`config.mk`:
```
export PLATFORM = sky130hd
export DESIGN_NAME = operand_fetch_flat
export DESIGN_NICKNAME = d
export VERILOG_FILES = /design/src/rtl/opfetch_pkg.sv /design/src/rtl/operand_fetch_if.sv /design/src/rtl/operand_bypass_mux.sv /design/src/rtl/operand_fetch.sv /design/src/flat_wrapper.sv
export SDC_FILE = /design/constraint.sdc
export NUM_CORES = 1
export LEC_CHECK = 0
export CAP_MARGIN = 20
export CORE_AREA = 5 5 176 178
export CTS_CLUSTER_DIAMETER = 50
export CTS_CLUSTER_SIZE = 14
export DETAILED_ROUTE_END_ITERATION = 10
export DIE_AREA = 0 0 181 183
export PLACE_DENSITY = 0.71
export SETUP_SLACK_MARGIN = 0.15
export SKIP_CTS_REPAIR_TIMING = 1
export SLEW_MARGIN = 25
export SYNTH_ARGS = -nofsm -noshare
export SYNTH_HDL_FRONTEND = slang
export SYNTH_SLANG_ARGS = --single-unit
```
`constraint.sdc`:
```
create_clock -name CLK -period 3.2 [get_ports CLK]
set_input_delay 0.64 -clock CLK [delete_from_list [all_inputs] [get_ports CLK]]
set_output_delay 0.64 -clock CLK [all_outputs]
set_load 0.005 [all_outputs]
```
`src/rtl/opfetch_pkg.sv`:
```
// opfetch_pkg: shared widths and operand-source encoding for the operand fetch stage.
package opfetch_pkg;
   localparam int XLEN   = 32;
   localparam int CW     = 8;
   localparam int REG_AW = 5;
   typedef enum logic [2:0] {SRC_ZERO, SRC_EX, SRC_MEM, SRC_WB, SRC_RF} src_t;
endpackage

```
`src/rtl/operand_fetch_if.sv`:
```
// operand_fetch_if: decode-side and execute-side valid/ready handshakes of the operand fetch stage.
interface operand_fetch_if;
   import opfetch_pkg::*;
   logic              in_valid, in_ready;
   logic [REG_AW-1:0] in_rs1, in_rs2, in_rd;
   logic              in_use_rs1, in_use_rs2, in_we, in_is_load;
   logic [XLEN-1:0]   in_imm, in_pc;
   logic [CW-1:0]     in_ctrl;
   logic              out_valid, out_ready;
   logic [XLEN-1:0]   out_rs1_val, out_rs2_val;
   logic [REG_AW-1:0] out_rd;
   logic              out_we, out_is_load;
   logic [XLEN-1:0]   out_imm, out_pc;
   logic [CW-1:0]     out_ctrl;
   modport slave (
      input  in_valid, in_rs1, in_rs2, in_rd, in_use_rs1, in_use_rs2, in_we, in_is_load, in_imm, in_pc, in_ctrl, out_ready,
      output in_ready, out_valid, out_rs1_val, out_rs2_val, out_rd, out_we, out_is_load, out_imm, out_pc, out_ctrl
   );
   modport master (
      output in_valid, in_rs1, in_rs2, in_rd, in_use_rs1, in_use_rs2, in_we, in_is_load, in_imm, in_pc, in_ctrl, out_ready,
      input  in_ready, out_valid, out_rs1_val, out_rs2_val, out_rd, out_we, out_is_load, out_imm, out_pc, out_ctrl
   );
endinterface

```
`src/rtl/operand_bypass_mux.sv`:
```
// operand_bypass_mux: priority source select and load-use hazard for one source register.
// OPFETCH_FORWARD_EN enables the EX/MEM/WB bypass; otherwise any EX/MEM writer of rs stalls.
module operand_bypass_mux
   import opfetch_pkg::*;
(
   input  logic [REG_AW-1:0] rs,
   input  logic              use_rs,
   input  logic              ex_valid,
   input  logic              ex_is_load,
   input  logic [REG_AW-1:0] ex_rd,
   input  logic [XLEN-1:0]   ex_data,
   input  logic              mem_valid,
   input  logic [REG_AW-1:0] mem_rd,
   input  logic [XLEN-1:0]   mem_data,
   input  logic              wb_we,
   input  logic [REG_AW-1:0] wb_rd,
   input  logic [XLEN-1:0]   wb_data,
   input  logic [XLEN-1:0]   rf_data,
   output logic [XLEN-1:0]   val,
   output logic              hazard
);
   src_t src;
   logic nz;
   assign nz = rs != '0;
`ifndef OPFETCH_FORWARD_EN
   logic unused;
   assign unused = ex_is_load ^ wb_we ^ (^wb_rd);
`endif
   always_comb begin
`ifdef OPFETCH_FORWARD_EN
      src = !nz ? SRC_ZERO :
            (ex_valid && ex_rd == rs && !ex_is_load) ? SRC_EX :
            (mem_valid && mem_rd == rs) ? SRC_MEM :
            (wb_we && wb_rd == rs) ? SRC_WB : SRC_RF;
      hazard = use_rs && nz && ex_valid && ex_is_load && ex_rd == rs;
`else
      src = nz ? SRC_RF : SRC_ZERO;
      hazard = use_rs && nz && ((ex_valid && ex_rd == rs) || (mem_valid && mem_rd == rs));
`endif
      val = src == SRC_EX  ? ex_data  :
            src == SRC_MEM ? mem_data :
            src == SRC_WB  ? wb_data  :
            src == SRC_RF  ? rf_data  : '0;
   end
endmodule

```
`src/rtl/operand_fetch.sv`:
```
// operand_fetch: register-read stage with bypass, load-use stall and a single-entry ID/EX register.
// Build with OPFETCH_FORWARD_EN for the full bypass network; default stalls on any EX/MEM producer.
module operand_fetch
   import opfetch_pkg::*;
(
   input  logic              CLK,
   input  logic              RST,
   operand_fetch_if.slave    bus,
   output logic [REG_AW-1:0] rf_rs1,
   output logic [REG_AW-1:0] rf_rs2,
   input  logic [XLEN-1:0]   rf_rrs1,
   input  logic [XLEN-1:0]   rf_rrs2,
   input  logic              ex_valid,
   input  logic              ex_is_load,
   input  logic [REG_AW-1:0] ex_rd,
   input  logic [XLEN-1:0]   ex_data,
   input  logic              mem_valid,
   input  logic [REG_AW-1:0] mem_rd,
   input  logic [XLEN-1:0]   mem_data,
   input  logic              wb_we,
   input  logic [REG_AW-1:0] wb_rd,
   input  logic [XLEN-1:0]   wb_data,
   input  logic              flush,
   output logic [31:0]       hazard_cnt
);
   logic [XLEN-1:0] rs1_val, rs2_val;
   logic            hz1, hz2, hazard, accept;
   assign rf_rs1 = bus.in_rs1;
   assign rf_rs2 = bus.in_rs2;
   operand_bypass_mux u_rs1 (
      .rs(bus.in_rs1), .use_rs(bus.in_use_rs1),
      .ex_valid, .ex_is_load, .ex_rd, .ex_data, .mem_valid, .mem_rd, .mem_data, .wb_we, .wb_rd, .wb_data,
      .rf_data(rf_rrs1), .val(rs1_val), .hazard(hz1)
   );
   operand_bypass_mux u_rs2 (
      .rs(bus.in_rs2), .use_rs(bus.in_use_rs2),
      .ex_valid, .ex_is_load, .ex_rd, .ex_data, .mem_valid, .mem_rd, .mem_data, .wb_we, .wb_rd, .wb_data,
      .rf_data(rf_rrs2), .val(rs2_val), .hazard(hz2)
   );
   assign hazard       = hz1 || hz2;
   assign bus.in_ready = (!bus.out_valid || bus.out_ready) && !hazard && !flush;
   assign accept       = bus.in_valid && bus.in_ready;
   // Fields are written only on accept, so a stalled output stays bit-stable.
   always_ff @(posedge CLK) begin
      if (RST) begin
         bus.out_valid   <= 1'b0;
         bus.out_rs1_val <= '0;
         bus.out_rs2_val <= '0;
         bus.out_rd      <= '0;
         bus.out_we      <= 1'b0;
         bus.out_is_load <= 1'b0;
         bus.out_imm     <= '0;
         bus.out_pc      <= '0;
         bus.out_ctrl    <= '0;
      end else if (flush) begin
         bus.out_valid <= 1'b0;
      end else if (accept) begin
         bus.out_valid   <= 1'b1;
         bus.out_rs1_val <= rs1_val;
         bus.out_rs2_val <= rs2_val;
         bus.out_rd      <= bus.in_rd;
         bus.out_we      <= bus.in_we;
         bus.out_is_load <= bus.in_is_load;
         bus.out_imm     <= bus.in_imm;
         bus.out_pc      <= bus.in_pc;
         bus.out_ctrl    <= bus.in_ctrl;
      end else if (bus.out_ready) begin
         bus.out_valid <= 1'b0;
      end
   end
   always_ff @(posedge CLK) begin
      if (RST) hazard_cnt <= '0;
      else if (bus.in_valid && hazard && !flush) hazard_cnt <= hazard_cnt + 32'd1;
   end
endmodule

```
`src/flat_wrapper.sv`:
```
// flat-port wrapper written by rule: the top's interface ports become plain ports
module operand_fetch_flat import opfetch_pkg::*;
  (CLK, RST, rf_rs1, rf_rs2, rf_rrs1, rf_rrs2, ex_valid, ex_is_load, ex_rd, ex_data, mem_valid, mem_rd, mem_data, wb_we, wb_rd, wb_data, flush, hazard_cnt, bus_in_valid, bus_in_rs1, bus_in_rs2, bus_in_rd, bus_in_use_rs1, bus_in_use_rs2, bus_in_we, bus_in_is_load, bus_in_imm, bus_in_pc, bus_in_ctrl, bus_out_ready, bus_in_ready, bus_out_valid, bus_out_rs1_val, bus_out_rs2_val, bus_out_rd, bus_out_we, bus_out_is_load, bus_out_imm, bus_out_pc, bus_out_ctrl);
  operand_fetch_if bus_i ();
  input  logic CLK;
  input  logic RST;
  output logic [REG_AW-1:0] rf_rs1;
  output logic [REG_AW-1:0] rf_rs2;
  input  logic [XLEN-1:0] rf_rrs1;
  input  logic [XLEN-1:0] rf_rrs2;
  input  logic ex_valid;
  input  logic ex_is_load;
  input  logic [REG_AW-1:0] ex_rd;
  input  logic [XLEN-1:0] ex_data;
  input  logic mem_valid;
  input  logic [REG_AW-1:0] mem_rd;
  input  logic [XLEN-1:0] mem_data;
  input  logic wb_we;
  input  logic [REG_AW-1:0] wb_rd;
  input  logic [XLEN-1:0] wb_data;
  input  logic flush;
  output logic [31:0] hazard_cnt;
  input wire logic [$bits(bus_i.in_valid)-1:0] bus_in_valid;
  input wire logic [$bits(bus_i.in_rs1)-1:0] bus_in_rs1;
  input wire logic [$bits(bus_i.in_rs2)-1:0] bus_in_rs2;
  input wire logic [$bits(bus_i.in_rd)-1:0] bus_in_rd;
  input wire logic [$bits(bus_i.in_use_rs1)-1:0] bus_in_use_rs1;
  input wire logic [$bits(bus_i.in_use_rs2)-1:0] bus_in_use_rs2;
  input wire logic [$bits(bus_i.in_we)-1:0] bus_in_we;
  input wire logic [$bits(bus_i.in_is_load)-1:0] bus_in_is_load;
  input wire logic [$bits(bus_i.in_imm)-1:0] bus_in_imm;
  input wire logic [$bits(bus_i.in_pc)-1:0] bus_in_pc;
  input wire logic [$bits(bus_i.in_ctrl)-1:0] bus_in_ctrl;
  input wire logic [$bits(bus_i.out_ready)-1:0] bus_out_ready;
  output wire logic [$bits(bus_i.in_ready)-1:0] bus_in_ready;
  output wire logic [$bits(bus_i.out_valid)-1:0] bus_out_valid;
  output wire logic [$bits(bus_i.out_rs1_val)-1:0] bus_out_rs1_val;
  output wire logic [$bits(bus_i.out_rs2_val)-1:0] bus_out_rs2_val;
  output wire logic [$bits(bus_i.out_rd)-1:0] bus_out_rd;
  output wire logic [$bits(bus_i.out_we)-1:0] bus_out_we;
  output wire logic [$bits(bus_i.out_is_load)-1:0] bus_out_is_load;
  output wire logic [$bits(bus_i.out_imm)-1:0] bus_out_imm;
  output wire logic [$bits(bus_i.out_pc)-1:0] bus_out_pc;
  output wire logic [$bits(bus_i.out_ctrl)-1:0] bus_out_ctrl;
  assign bus_i.in_valid = bus_in_valid;
  assign bus_i.in_rs1 = bus_in_rs1;
  assign bus_i.in_rs2 = bus_in_rs2;
  assign bus_i.in_rd = bus_in_rd;
  assign bus_i.in_use_rs1 = bus_in_use_rs1;
  assign bus_i.in_use_rs2 = bus_in_use_rs2;
  assign bus_i.in_we = bus_in_we;
  assign bus_i.in_is_load = bus_in_is_load;
  assign bus_i.in_imm = bus_in_imm;
  assign bus_i.in_pc = bus_in_pc;
  assign bus_i.in_ctrl = bus_in_ctrl;
  assign bus_i.out_ready = bus_out_ready;
  assign bus_in_ready = bus_i.in_ready;
  assign bus_out_valid = bus_i.out_valid;
  assign bus_out_rs1_val = bus_i.out_rs1_val;
  assign bus_out_rs2_val = bus_i.out_rs2_val;
  assign bus_out_rd = bus_i.out_rd;
  assign bus_out_we = bus_i.out_we;
  assign bus_out_is_load = bus_i.out_is_load;
  assign bus_out_imm = bus_i.out_imm;
  assign bus_out_pc = bus_i.out_pc;
  assign bus_out_ctrl = bus_i.out_ctrl;
  operand_fetch u_core (.CLK(CLK), .RST(RST), .bus(bus_i), .rf_rs1(rf_rs1), .rf_rs2(rf_rs2), .rf_rrs1(rf_rrs1), .rf_rrs2(rf_rrs2), .ex_valid(ex_valid), .ex_is_load(ex_is_load), .ex_rd(ex_rd), .ex_data(ex_data), .mem_valid(mem_valid), .mem_rd(mem_rd), .mem_data(mem_data), .wb_we(wb_we), .wb_rd(wb_rd), .wb_data(wb_data), .flush(flush), .hazard_cnt(hazard_cnt));
endmodule
```
# Word level (Yosys, flattened, before mapping)
# Cells that the tools add are included.
word_totals:
  elab_cells: 61
  input_bits: 275
  regBits: 176
op_classes:
  bitwise: 1
  addsub: 1
  n_eq_ne: 12
  n_mux: 12
  reduce_logical: 25
op_table:
  columns: ["operator", "n"]
  rows:
  - ["$mux 32", 8]
  - ["$add 32x1->32 const B", 1]
  - ["$eq 5x5->1", 4]
  - ["$logic_and 1x1->1", 13]
  - ["$eq 3x2->1 const B", 4]
  - ["$reduce_bool 5->1", 2]
  - ["$eq 3x1->1 const B", 2]
  - ["$eq 3x3->1 const B", 2]
  - ["$mux 3", 2]
  - ["$logic_or 1x1->1", 4]
  - ["$logic_not 1->1", 3]
  - ["$mux 1", 2]
  - ["$reduce_and 2->1", 1]
  - ["$reduce_bool 2->1", 1]
  - ["$reduce_or 2->1", 1]
  - ["$not 1->1", 1]

# Longest topological paths before layout
logic_depth:
  ltp_word: 10
  ltp_mapped: 8
  mapped_depth_nobuf: 6

# Cells and area by module
# A second synthesis with hierarchy kept.
unflattened:
  cells_unflattened: 930
  area_unflattened_um2: 7284.5
modules_own_cells:
  columns: ["mod", "instances", "area_each_um2", "cells_each"]
  rows:
  - ["operand_fetch", 1, 6553.8, 824]
  - ["operand_bypass_mux", 2, 365.4, 53]

# Worst setup path before layout
# Ideal clock, no wire load.
synth_timing:
  kind: "in2out"
  from: "input bus_in_rs2[0]"
  to: "output bus_in_ready"
  path_buffers: 2
  slack_ns: 0.201
  cell_stages: 8
  t_arrival_ns: 2.359
  required_time_ns: 2.560
  path_cell_list: "or4_1 or2_0 and2_4 a22oi_2 buf_2 buf_4 nand2_1 nor2_1"
synth_via:
  elab_chain_len: 8
  elab_cells_between_ends: 12
synth_rtl:
  columns: ["element", "line", "rtl"]
  rows:
  - ["start: declaration", "flat_wrapper.sv:25", "input wire logic [$bits(bus_i.in_rs2)-1:0] bus_in_rs2;"]
  - ["$eq 5x5->1", "operand_bypass_mux.sv:38", "hazard = use_rs && nz && ((ex_valid && ex_rd == rs) || (mem_valid && mem_rd == rs));"]
  - ["$logic_and 1x1->1", "operand_bypass_mux.sv:38", null]
  - ["$logic_or 1x1->1", "operand_bypass_mux.sv:38", null]
  - ["$logic_and 1x1->1 (*)", "operand_bypass_mux.sv:38", null]
  - ["$logic_or 1x1->1 (*)", "operand_fetch.sv:40", "assign hazard = hz1 || hz2;"]
  - ["$logic_not 1->1 (*)", "operand_fetch.sv:41", "assign bus.in_ready = (!bus.out_valid || bus.out_ready) && !hazard && !flush;"]
  - ["$logic_and 1x1->1 (*) (2 in a row)", "operand_fetch.sv:41", null]
  - ["end: declaration", "flat_wrapper.sv:35", "output wire logic [$bits(bus_i.in_ready)-1:0] bus_in_ready;"]
# Every way passes the cells marked *; elsewhere a longest branch is shown, timed or not.

# Worst setup path after layout
layout_timing:
  from: "input bus_in_rs2[4]"
  to: "output bus_in_ready"
# The elaborated chain is that of the path after synthesis.

==> impl_metrics.yaml <==
clocking:
  clock_sinks: 176
  cts_buffer_depth: 2
  clk_pin_slew_ns: 0.07
  worstSkewPairLatency_ns: 0.41
  cts_made_buffers: 17
  cts_tree: "done"
  root_buffer: "clkbuf_16"
  cts_max_level: 4
worst_setup_path:
  worstPathMaxFanout: 2
  crit_path_end_kind: "output pin"
  cp.arrival_ns: 2.29
  cp-startpoint: "bus_in_rs2[4]"
  critPathLaunchType: "primary input"
  r2r_start: "u_core.hazard_cnt[6]"
  crit_type: "in -> out"
  required_ns: 2.56
floorplan:
  die_h_um: 183
  core_um2: 29200
  chipWidth_um: 181
  rows: 63
  dieArea_um2: 33100
  top_level_ports: 462
  start_util: 0.249
hold_path:
  min_path_type: "reg -> reg"
  min_from: "u_core.bus.out_rs2_val[13]"
global_routing:
  grt_max_degree: 83
  grt_pass1_vias: 7050
  antenna_found_initial: 0
  grt_pass1_wl_mm: 37.6
  overflow: 0
  grt_use_total: 0.138
yosys:
  ys_ff_latch: 176
  synth-edff-count: 0
  yosysUniqueCellTypes: 35
  ys.warnings.count: 0
  syn_area_per_cell_um2: 9.25
  synth_top_flop_cell: "dfxtp_1"
  synth_nets: 1064
  yosysSeqAreaShare: 0.484
  syn_inst: 788
  async_reset_ff_frac: 0
  synth_area_um2: 7290
final_layout:
  fillCellCount: 2809
  insertedDiodeCount: 0
  area_growth_pct: 64.8
  drive_gt1_frac: 0.0771
  layout_commonest_cell: "clkdlybuf4s50_1"
  fin_cells: 1544
  layout_common_cells: "clkdlybuf4s50_1 (352), dfxtp_1 (176), nor2_1 (93), mux2i_1 (80), nand3_1 (75)"
  register_area_um2: 3520
  finalNetCount: 1417
  multiInputGateArea_um2: 3370
  fin_area_um2: 12000
  utilization: 0.411
pwr:
  internal-power_mw: 3.87
  p_leak_nw: 4.25
  seq_power_share: 0.446
  vdd_drop_max_v: 0.000272
  p_switching_mw: 1.36
  clkPwrFrac: 0.401
  cellPowerDensity_nw_per_um2: 436
  switching_share: 0.260
  combPwrFrac: 0.153
sta:
  final.setup.worst_slack_ns: 0.267
  fin_crit_sh: 0.917
  whs_ns: 0.473
  fin_crit_ns: 2.93
  finalHoldViolCount: 0
  setup_viol: 0
  tightest_slew_ns: 0.585
  fmax_mhz: 341
  finClkSkew_ns: 0.0121
  rsz0062_at_grt: "false"
  relSlewSlack: 0.610
  final_max_slew_viol_count: 0
route:
  wl_mm: 23.8
  ant_nets: 0
  drtPass1Iterations: 4
  drc: 0
  wl_per_cell_um: 15.4
  drtIter0Drc: 211
  viasPerCell: 4.46
  num_vias: 6891
placement:
  dp.cells: 1512
  place_congestion: 0.832
  dpl.hpwl_mm: 17.6
  place_ws_ns: -0.436
  numPortBuffers: 358
  place_area_um2: 11400
status:
  status: "finished, final reports clean"
job:
  cap_violations: 0
==> flip-flops by register name, indices dropped and copies added, names as in the netlist <==
signal and flops:
u_core.bus.out_ctrl 8, u_core.bus.out_imm 32, u_core.bus.out_is_load 1, u_core.bus.out_pc 32
u_core.bus.out_rd 5, u_core.bus.out_rs1_val 32, u_core.bus.out_rs2_val 32, u_core.bus.out_valid 1
u_core.bus.out_we 1, u_core.hazard_cnt 32
==> layout make-up <==
class | instances | share of cell area
tap | 390 | 0.0406
multi-input combinational | 535 | 0.280
clock inverter | 13 | 0.0114
clock buffer | 19 | 0.0377
inverter | 8 | 0.00250
timing repair buffer | 403 | 0.334
sequential | 176 | 0.293
==> layer usage <==
| metal | GRT usage | wire [um] | share of wire |
|---|---|---|---|
| met5 | 0 | 0 | 0 |
| met4 | 0.0486 | 609 | 0.026 |
| met3 | 0.0541 | 2100 | 0.088 |
| met2 | 0.233 | 11200 | 0.47 |
| met1 | 0.160 | 9850 | 0.41 |
==> Yosys cell counts, types with 10 or more instances <==
library cell | n | share of area
a21oi_1 | 26 | 0.018
nand4_1 | 11 | 0.0094
clkbuf_1 | 39 | 0.020
mux2i_1 | 80 | 0.11
dfxtp_1 | 176 | 0.48
nand3_1 | 75 | 0.052
or4_1 | 26 | 0.027
o21ai_0 | 65 | 0.045
o31ai_1 | 25 | 0.026
nand2b_1 | 65 | 0.056
nand2_1 | 16 | 0.0082
nor2_1 | 93 | 0.048
buf_2 | 10 | 0.0069
xnor2_1 | 21 | 0.025
buf_4 | 12 | 0.012
==> final timing paths <==
check	end	slack (ns)	depth (start not counted)
worst max-delay path	bus_in_ready	0.27	8
worst min-delay path	u_core.bus.out_rs2_val[13]	0.47	2
worst max register to register	u_core.hazard_cnt[31]	0.96	7
worst min register to register	u_core.bus.out_rs2_val[13]	0.47	2
==> worst max-delay path, stage by stage <==
cell and delay [ns]:
dlymetal6s2s_1 0.14, or4_4 0.54, or2_1 0.25, and2_4 0.16, a22oi_2 0.22, nand2_1 0.11, nor2_1 0.11, buf_2 0.12
==> through the flow <==
step / setup TNS [ns] / power [mW]
after floorplan: 0 / 2.67
after global placement: -15.27 / 3.18
after detailed placement: -18.04 / 3.19
after CTS: -0.457 / 5.32
after global routing: 0 / 5.49
final: 0 / 5.23
==> kinds of logic after synthesis <==
logic type,count (synthesis),synth area share
AOI/OAI and AO/OA,124,0.0998
xor gates and xnor gates,22,0.0264
adders and majority gates,1,0.00172
buffers and inverters,77,0.0558
DFF,176,0.484
muxes,84,0.116
and+or+nand+nor,304,0.217
==> power groups by stage <==
stage | sequential, mW | clock, mW | combinational, mW
after floorplan | 2.39 | 0 | 0.281
after global placement | 2.38 | 0 | 0.799
after detailed placement | 2.38 | 0 | 0.805
after CTS | 2.33 | 2.18 | 0.811
after global routing | 2.35 | 2.28 | 0.863
final | 2.33 | 2.10 | 0.798
(Power assumes the default switching activity.)
